File: config.mk
export PLATFORM = sky130hd
export DESIGN_NAME = button_event_gen
export DESIGN_NICKNAME = d
export VERILOG_FILES = /design/src/rtl/button_event_gen_pkg.sv /design/src/rtl/button_event_gen_sync_edge_detect.sv /design/src/rtl/button_event_gen.sv
export SDC_FILE = /design/constraint.sdc
export NUM_CORES = 1
export LEC_CHECK = 0
export ABC_AREA = 1
export BUFFER_PORTS_ARGS = -buffer_cell sky130_fd_sc_hd__buf_2
export CAP_MARGIN = 20
export CORE_UTILIZATION = 56
export DETAILED_ROUTE_END_ITERATION = 8
export GPL_ROUTABILITY_DRIVEN = 0
export PLACE_DENSITY = 0.74
export SYNTH_ARGS = -nofsm -noshare
export SYNTH_HDL_FRONTEND = slang
export SYNTH_HIERARCHICAL = 1
export SYNTH_SLANG_ARGS = --single-unit
File: constraint.sdc
create_clock -name clk -period 3.61 [get_ports clk]
set_clock_uncertainty 0.2 [all_clocks]
set_input_delay 0.5415 -clock clk [delete_from_list [all_inputs] [get_ports clk]]
set_output_delay 0.5415 -clock clk [all_outputs]
set_load 0.01 [all_outputs]
File: src/rtl/button_event_gen_pkg.sv
// Shared types and polarity helpers for the button event generator.
package button_event_gen_pkg;

    typedef enum logic [1:0] {
        IDLE  = 2'd0,
        PRESS = 2'd1,
        LONG  = 2'd2
    } state_t;

    localparam logic ACTIVE_LOW_LVL  = 1'b0;
    localparam logic ACTIVE_HIGH_LVL = 1'b1;

    // Level the debouncer idles at when the button is not pressed.
    function automatic logic inactive_level(input bit active_low);
        return active_low ? ACTIVE_HIGH_LVL : ACTIVE_LOW_LVL;
    endfunction

endpackage

File: src/rtl/button_event_gen_sync_edge_detect.sv
// Two-stage level register with combinational rise/fall detection on the registered level.
module sync_edge_detect #(
    parameter logic RESET_LVL = 1'b1
) (
    input  logic clk,
    input  logic reset_n,
    input  logic i_level,
    output logic o_rise,
    output logic o_fall
);

    logic r_lvl_q;
    logic r_lvl_prev;

    always_ff @(posedge clk or negedge reset_n) begin
        if (!reset_n) begin
            r_lvl_q    <= RESET_LVL;
            r_lvl_prev <= RESET_LVL;
        end else begin
            r_lvl_q    <= i_level;
            r_lvl_prev <= r_lvl_q;
        end
    end

    assign o_rise = r_lvl_q & ~r_lvl_prev;
    assign o_fall = ~r_lvl_q & r_lvl_prev;

endmodule

File: src/rtl/button_event_gen.sv
// Turns a debounced button level into press/release/long/repeat pulses plus a held flag.
module button_event_gen
    import button_event_gen_pkg::*;
#(
    parameter bit          ACTIVE_LOW    = 1'b1,
    parameter int unsigned LONG_CYCLES   = 1000,
    parameter int unsigned REPEAT_CYCLES = 250,
    parameter int unsigned CNT_W         = 16
) (
    input  logic clk,
    input  logic reset_n,
    input  logic p_level,
    input  logic p_enable,
    output logic p_press,
    output logic p_release,
    output logic p_long,
    output logic p_repeat,
    output logic p_held
);

    localparam logic [CNT_W-1:0] LONG_LAST   = CNT_W'(LONG_CYCLES - 1);
    localparam logic [CNT_W-1:0] REPEAT_LAST =
        (REPEAT_CYCLES == 0) ? '0 : CNT_W'(REPEAT_CYCLES - 1);

    logic w_rise;
    logic w_fall;
    logic w_press_edge;
    logic w_release_edge;

    sync_edge_detect #(
        .RESET_LVL(inactive_level(ACTIVE_LOW))
    ) u_sync_edge_detect (
        .clk    (clk),
        .reset_n(reset_n),
        .i_level(p_level),
        .o_rise (w_rise),
        .o_fall (w_fall)
    );

    assign w_press_edge   = ACTIVE_LOW ? w_fall : w_rise;
    assign w_release_edge = ACTIVE_LOW ? w_rise : w_fall;

    state_t           r_state, w_state_nxt;
    logic [CNT_W-1:0] r_cnt, w_cnt_nxt;
    logic             r_press, r_release, r_long, r_repeat, r_held;
    logic             w_press, w_release, w_long, w_repeat;

    always_comb begin
        w_state_nxt = r_state;
        w_cnt_nxt   = r_cnt;
        w_press     = 1'b0;
        w_release   = 1'b0;
        w_long      = 1'b0;
        w_repeat    = 1'b0;
        if (!p_enable) begin
            // Disable drops straight to IDLE silently; edges seen meanwhile are lost.
            w_state_nxt = IDLE;
            w_cnt_nxt   = '0;
        end else begin
            case (r_state)
                IDLE: begin
                    if (w_press_edge) begin
                        w_state_nxt = PRESS;
                        w_press     = 1'b1;
                        w_cnt_nxt   = '0;
                    end
                end
                PRESS: begin
                    if (w_release_edge) begin
                        w_state_nxt = IDLE;
                        w_release   = 1'b1;
                    end else if (r_cnt == LONG_LAST) begin
                        w_state_nxt = LONG;
                        w_long      = 1'b1;
                        w_cnt_nxt   = '0;
                    end else begin
                        w_cnt_nxt = r_cnt + 1'b1;
                    end
                end
                LONG: begin
                    if (w_release_edge) begin
                        w_state_nxt = IDLE;
                        w_release   = 1'b1;
                    end else if (REPEAT_CYCLES != 0 && r_cnt == REPEAT_LAST) begin
                        w_repeat  = 1'b1;
                        w_cnt_nxt = '0;
                    end else if (r_cnt != '1) begin
                        w_cnt_nxt = r_cnt + 1'b1;
                    end
                end
                default: begin
                    w_state_nxt = IDLE;
                    w_cnt_nxt   = '0;
                end
            endcase
        end
    end

    always_ff @(posedge clk or negedge reset_n) begin
        if (!reset_n) begin
            r_state   <= IDLE;
            r_cnt     <= '0;
            r_press   <= 1'b0;
            r_release <= 1'b0;
            r_long    <= 1'b0;
            r_repeat  <= 1'b0;
            r_held    <= 1'b0;
        end else begin
            r_state   <= w_state_nxt;
            r_cnt     <= w_cnt_nxt;
            r_press   <= w_press;
            r_release <= w_release;
            r_long    <= w_long;
            r_repeat  <= w_repeat;
            r_held    <= (w_state_nxt != IDLE);
        end
    end

    assign p_press   = r_press;
    assign p_release = r_release;
    assign p_long    = r_long;
    assign p_repeat  = r_repeat;
    assign p_held    = r_held;

endmodule

==> results of run 1 <==
[flip-flops by register name, summed over array words and instances (netlist names)]
register                       cells
r_cnt                             16
r_state                            2
p_held                             1
p_long                             1
p_press                            1
p_release                          1
p_repeat                           1
u_sync_edge_detect/r_lvl_prev      1
u_sync_edge_detect/r_lvl_q         1
[layer usage]
layer | vias up | global-route usage [%]
li1 | 788 | -
met1 | 693 | 32.5
met2 | 27 | 40.3
met3 | 7 | 2.27
met4 | 0 | 9.06
met5 | - | 0
[placed cells by master, fill, tap and decap left out, drive strengths merged]
| cell | n |
|---|---|
| a21boi | 1 |
| a21oi | 7 |
| and3 | 2 |
| buf | 8 |
| clkbuf | 3 |
| clkinvlp | 1 |
| dfrtp | 23 |
| dfstp | 2 |
| dlygate4sd3 | 1 |
| ha | 6 |
| inv | 40 |
| nand2 | 89 |
| nand3 | 18 |
| nand4 | 2 |
| nor2 | 40 |
| nor3 | 5 |
| o21a | 1 |
| o21ai | 11 |
| xnor2 | 1 |
[stage by stage]
step	cells	hold WS, ps	worst slack [ps]	instance area (sq um)	power (mW)
finish	292	81.1	1410	1790	0.476
global route	292	65.4	1220	1790	0.499
CTS	292	76.9	1420	1790	0.479
detailed placement	287	166	1440	1750	0.346
global placement	287	167	1480	1750	0.345
floorplan	251	45.9	1820	1700	0.331
[power by group]
group	internal, mW	switching [mW]
clock network	0.0425	0.0926
registers	0.285	0.00182
logic	0.0145	0.0403
[path summary, 6_finish.rpt]
check / from / end / slack [ps] / depth (start not counted)
worst max-delay path: r_cnt[0] / r_cnt[9] / 1410 / 12
worst min-delay path: p_level / u_sync_edge_detect/r_lvl_q / 80 / 1
worst max register to register: r_cnt[0] / r_cnt[9] / 1410 / 12
worst min register to register: u_sync_edge_detect/r_lvl_q / u_sync_edge_detect/r_lvl_prev / 180 / 0
max in group asynchronous: reset_n / u_sync_edge_detect/r_lvl_prev / 2330 / 2
min in group asynchronous: reset_n / r_cnt[15] / 510 / 2
[worst max-delay path, delay by kind of cell, from the launching register on]
kind	cells	cell delay [ps]
and+or+nand+nor	9	1080
DFF	1	460
adders and majority gates	1	230
buffers and inverters	2	140
[cell families (layout without fill, tap and decap cells)]
logic type	Yosys count	after routing	synth area share [%]
fa+ha+maj	6	6	4.42
xor+xnor	1	1	0.516
simple gates	156	156	39.9
flops	25	25	37.0
compound gates	20	20	7.74
buf+inv	43	53	10.4
[repair_timing]
| action | in CTS | in global routing |
|---|---|---|
| hold buffers | 1 | 0 |
| endpoints found under the hold margin | 23 | 0 |
| buffers inserted | 0 | 0 |
[area by class of cell]
type	count	area share, %
repair buffers	9	2.79
well taps	31	2.16
inverters	40	8.51
multi-input cells	183	49.8
clock inverters	1	0.419
clock buffers	3	1.26
flip-flops and latches	25	35.0
==> flow_metrics.env, run 1 <==
export IMPL_m1WireLength_um=1650
export IMPL_cp_data_arrival_time_ps=2250
export IMPL_final_max_slew_viol_count=0
export IMPL_slew_headroom_pct=59.8
export IMPL_met2_length_um=1660
export IMPL_clock_sinks=25
export IMPL_syn_nets=261
export IMPL_top_layer="met4"
export IMPL_avgViaCountPerCell=5.19
export IMPL_cp_required_ps=3650
export IMPL_diodes=0
export IMPL_tightestPinTransition_ps=602
export IMPL_wl_met3_um=128
export IMPL_die_area_sq_um=3260
export IMPL_period_share_pct=61.0
export IMPL_layout_min_cycle_time_ps=2200
export IMPL_yosys_warnings=6
export IMPL_cts_root_buf="clkbuf_4"
export IMPL_antenna_found_initial=0
export IMPL_cts_buffers=3
export IMPL_synthCells=251
export IMPL_peakVddDrop_v=0.000201
export IMPL_area_growth_syn_to_layout_pct=5.60
export IMPL_drc=2
export IMPL_min_path_type="in2reg"
export IMPL_final_nets=272
export IMPL_syn_area_per_cell_sq_um=6.76
export IMPL_crit_slowest_cell="dfrtp_1"
export IMPL_synth_largest_area_cell="dfrtp_1"
export IMPL_synthesis_area_sq_um=1700
export IMPL_cts_max_level=1
export IMPL_finalSetupTns_ps=0
export IMPL_synth_most_common_cell="nand2_1"
export IMPL_critical_path_max_fanout=16
export IMPL_vias=1515
export IMPL_avgRoutedWirePerCell_um=12.0
export IMPL_n_fill_cell=266
export IMPL_cts_tree="done"
export IMPL_grt_pass1_vias=1461
export IMPL_fmax_ghz=0.454
export IMPL_drt_iter0_drc=100
export IMPL_violations="DRC"
export IMPL_setup_viol=0
export IMPL_utilization_pct=63.9
export IMPL_grt_total_usage_pct=24.1
export IMPL_cp_common_cell="nand2_1"
export IMPL_path_class="reg2reg"
export IMPL_rsz0062_at_grt="no"
export IMPL_hold_violations=0
export IMPL_synth_cell_types=27
export IMPL_ys_seq_area_share_pct=37.0
export IMPL_fp_dieH_um=57.1
export IMPL_place_detailed_hpwl_um=2600
export IMPL_numPortBuffers=8
export IMPL_drive_above_1_share_pct=12.3
export IMPL_start_util_pct=60.5
export IMPL_critPathCaptureType="register"
export IMPL_die_width_um=57.1
export IMPL_synth_top_area_share_pct=33.9
export IMPL_floorplan_io_pins=9
export IMPL_ys_ff_latch=25
export IMPL_insertion_delay_ps=330
export IMPL_cts_buffer_depth=2
export IMPL_antenna_left=0
export IMPL_drt_pass1_iter_count=6
export IMPL_netlist_top_cells_count="nand2_1, inv_1, nor2_1"
export IMPL_drt_total_wl_um=3490
export IMPL_grt_overflow=0
export IMPL_rows=19
export IMPL_startpoint_type="register"
export IMPL_synthTopCellsByArea="dfrtp_1, nand2_1, inv_1"
export IMPL_final_seq_area_sq_um=628
export IMPL_outcome="finished with violations"
export IMPL_p_per_area_nw_per_um2=266
export IMPL_grt_max_degree=26
export IMPL_multi_input_area_sq_um=893
export IMPL_ys_async_sr_fraction_pct=100
export IMPL_cap_violations=0
export IMPL_cpPeakStageDelay_ps=460
export IMPL_grt_pass1_wl_um=6210
export IMPL_synth_edf_count=0
export IMPL_core_area_sq_um=2810
export IMPL_ys_flop_type="dfrtp_1"
export IMPL_cts_clk_slew_worst_paths_ps=150
export IMPL_ctsResizeCount=0
export IMPL_p_leak_nw=0.944
export IMPL_path_cells="ha_1 -> nand2_2 -> inv_1 -> nand2_1 -> nor2_1 -> nand2_1 -> nand2_1 -> nand2_1 -> nand2_1 -> nand2_1 -> nand2_1 -> inv_1"
Note: power is estimated with default switching activity, not from simulation.
==> run 2: changes to the inputs <==
clock period = 2.2 ns   (was 3.61 ns; I/O delays follow)
==> run 2 against run 1 <==
Against the previous run:
- the run still ends with DRC left
- wire length shrank 1.6%
- clock-buffer cell count is the same
- worst hold slack gained 58 ps
- die area is the same
- cell area grew 2.1%
- setup slack lost 1200 ps
==> flow_metrics.env, run 2 (synthesis results as in run 1) <==
export IMPL_final_nets=277
export IMPL_path_class="reg2reg"
export IMPL_p_leak_nw=0.972
export IMPL_rsz0062_at_grt="no"
export IMPL_place_detailed_hpwl_um=2640
export IMPL_cp_data_arrival_time_ps=2030
export IMPL_cts_hold_buffers=2
export IMPL_min_path_type="in2reg"
export IMPL_largest_register_ffs=16
export IMPL_grt_pass1_vias=1454
export IMPL_tightestPinTransition_ps=545
export IMPL_vias=1509
export IMPL_top_regs="r_cnt (16), r_state (2)"
export IMPL_startpoint_type="register"
export IMPL_power_mw=0.772
export IMPL_hold_violations=0
export IMPL_cp_required_ps=2270
export IMPL_cts_clk_slew_worst_paths_ps=140
export IMPL_drive_above_1_share_pct=13.5
export IMPL_die_area_sq_um=3260
export IMPL_cts_buffer_depth=2
export IMPL_grt_pass1_wl_um=6360
export IMPL_cts_root_buf="clkbuf_4"
export IMPL_diodes=0
export IMPL_cts_tree="done"
export IMPL_rows=19
export IMPL_cts_buffers=3
export IMPL_ctsResizeCount=0
export IMPL_outcome="finished with violations"
export IMPL_drt_pass1_iter_count=6
export IMPL_period_share_pct=89.3
export IMPL_avgViaCountPerCell=5.08
export IMPL_peakVddDrop_v=0.000335
export IMPL_finalSetupTns_ps=0
export IMPL_slew_headroom_pct=63.7
export IMPL_floorplan_io_pins=9
export IMPL_die_width_um=57.1
export IMPL_grt_max_degree=26
export IMPL_final_common_cell="nand2_1"
export IMPL_p_per_area_nw_per_um2=422
export IMPL_cap_violations=0
export IMPL_core_area_sq_um=2810
export IMPL_cts_setup_buffers=0
export IMPL_fp_dieH_um=57.1
export IMPL_clock_sinks=25
export IMPL_mostFrequentLayoutCells="nand2_1, inv_1, nor2_1"
export IMPL_antenna_found_initial=0
export IMPL_numPortBuffers=8
export IMPL_insertion_delay_ps=320
export IMPL_avgRoutedWirePerCell_um=11.6
export IMPL_setup_viol=0
export IMPL_drc=3
export IMPL_max_flop_register="r_cnt"
export IMPL_critPathCaptureType="register"
export IMPL_violations="DRC"
export IMPL_grt_overflow=0
export IMPL_grt_total_usage_pct=24.9
export IMPL_layout_min_cycle_time_ps=1960
export IMPL_antenna_left=0
export IMPL_start_util_pct=60.5
export IMPL_drt_total_wl_um=3440
export IMPL_fmax_ghz=0.509
export IMPL_ff2ff_setup_slack_ps=240
export IMPL_critical_path_max_fanout=17
export IMPL_cts_max_level=1
export IMPL_drt_iter0_drc=97
export IMPL_final_max_slew_viol_count=0
export IMPL_area_growth_syn_to_layout_pct=7.81
==> run 2: changes by cell type in the layout (fill, tap and decap cells not counted) <==
cell / change
buf_4: +4
clkinv_2: +1
clkinvlp_4: -1
dlygate4sd3_1: +1
==> run 2: worst max-delay path, cell delays in order, from the launching register on <==
cell     delay (ps)
dfrtp_1         450
ha_1            230
nand2_2          90
nor2_2          130
nand2_2         110
nor2_4          130
nand3_4         150
nand2_8         180
inv_4            80
nand2_1          70
nand2_1          50
inv_1            40
==> run 2: worst paths after layout <==
path / startpoint / to / depth (start not counted)
max: r_cnt[0] / r_cnt[15] / 11
min: p_enable / p_press / 3
max reg2reg: r_cnt[0] / r_cnt[15] / 11
min reg2reg: u_sync_edge_detect/r_lvl_q / u_sync_edge_detect/r_lvl_prev / 0
max in group asynchronous: reset_n / u_sync_edge_detect/r_lvl_q / 2
min in group asynchronous: reset_n / r_cnt[13] / 2
==> run 2: metrics by stage <==
step / util [%] / hold slack, ps / setup WS [ps] / instances / area [sq um]
floorplan: - / -166 / 407 / 251 / 1700
global placement: 63.6 / 148 / 321 / 291 / 1780
detailed placement: 63.6 / 155 / 273 / 291 / 1780
CTS: 65.3 / 130 / 229 / 297 / 1830
global route: 65.3 / 136 / 31.2 / 297 / 1830
finish: 65.3 / 140 / 235 / 297 / 1830
==> run 2: cell type report <==
type,instances,area (sq um)
fillers,255,975
multi-input cells,183,893
flip-flops and latches,25,628
inverters,40,153
repair buffers,14,90.1
well taps,31,38.8
clock buffers,3,22.5
clock inverters,1,5.00
==> run 2: power by group <==
group | leakage, nW | switching [mW] | internal [mW] | total (mW)
Sequential | 0.341 | 0.00331 | 0.467 | 0.470
Clock | 0.0177 | 0.138 | 0.0680 | 0.206
Combinational | 0.613 | 0.0649 | 0.0311 | 0.0960
==> run 2: per-layer routing <==
layer / up-vias / GRT usage [%] / share of wire, % / wire, um
li1: 799 / - / - / -
met1: 686 / 33.8 / 49 / 1670
met2: 20 / 43.2 / 48 / 1670
met3: 4 / 2.04 / 2.0 / 68
met4: 0 / 6.27 / 0.93 / 32
met5: - / 0 / 0 / 0
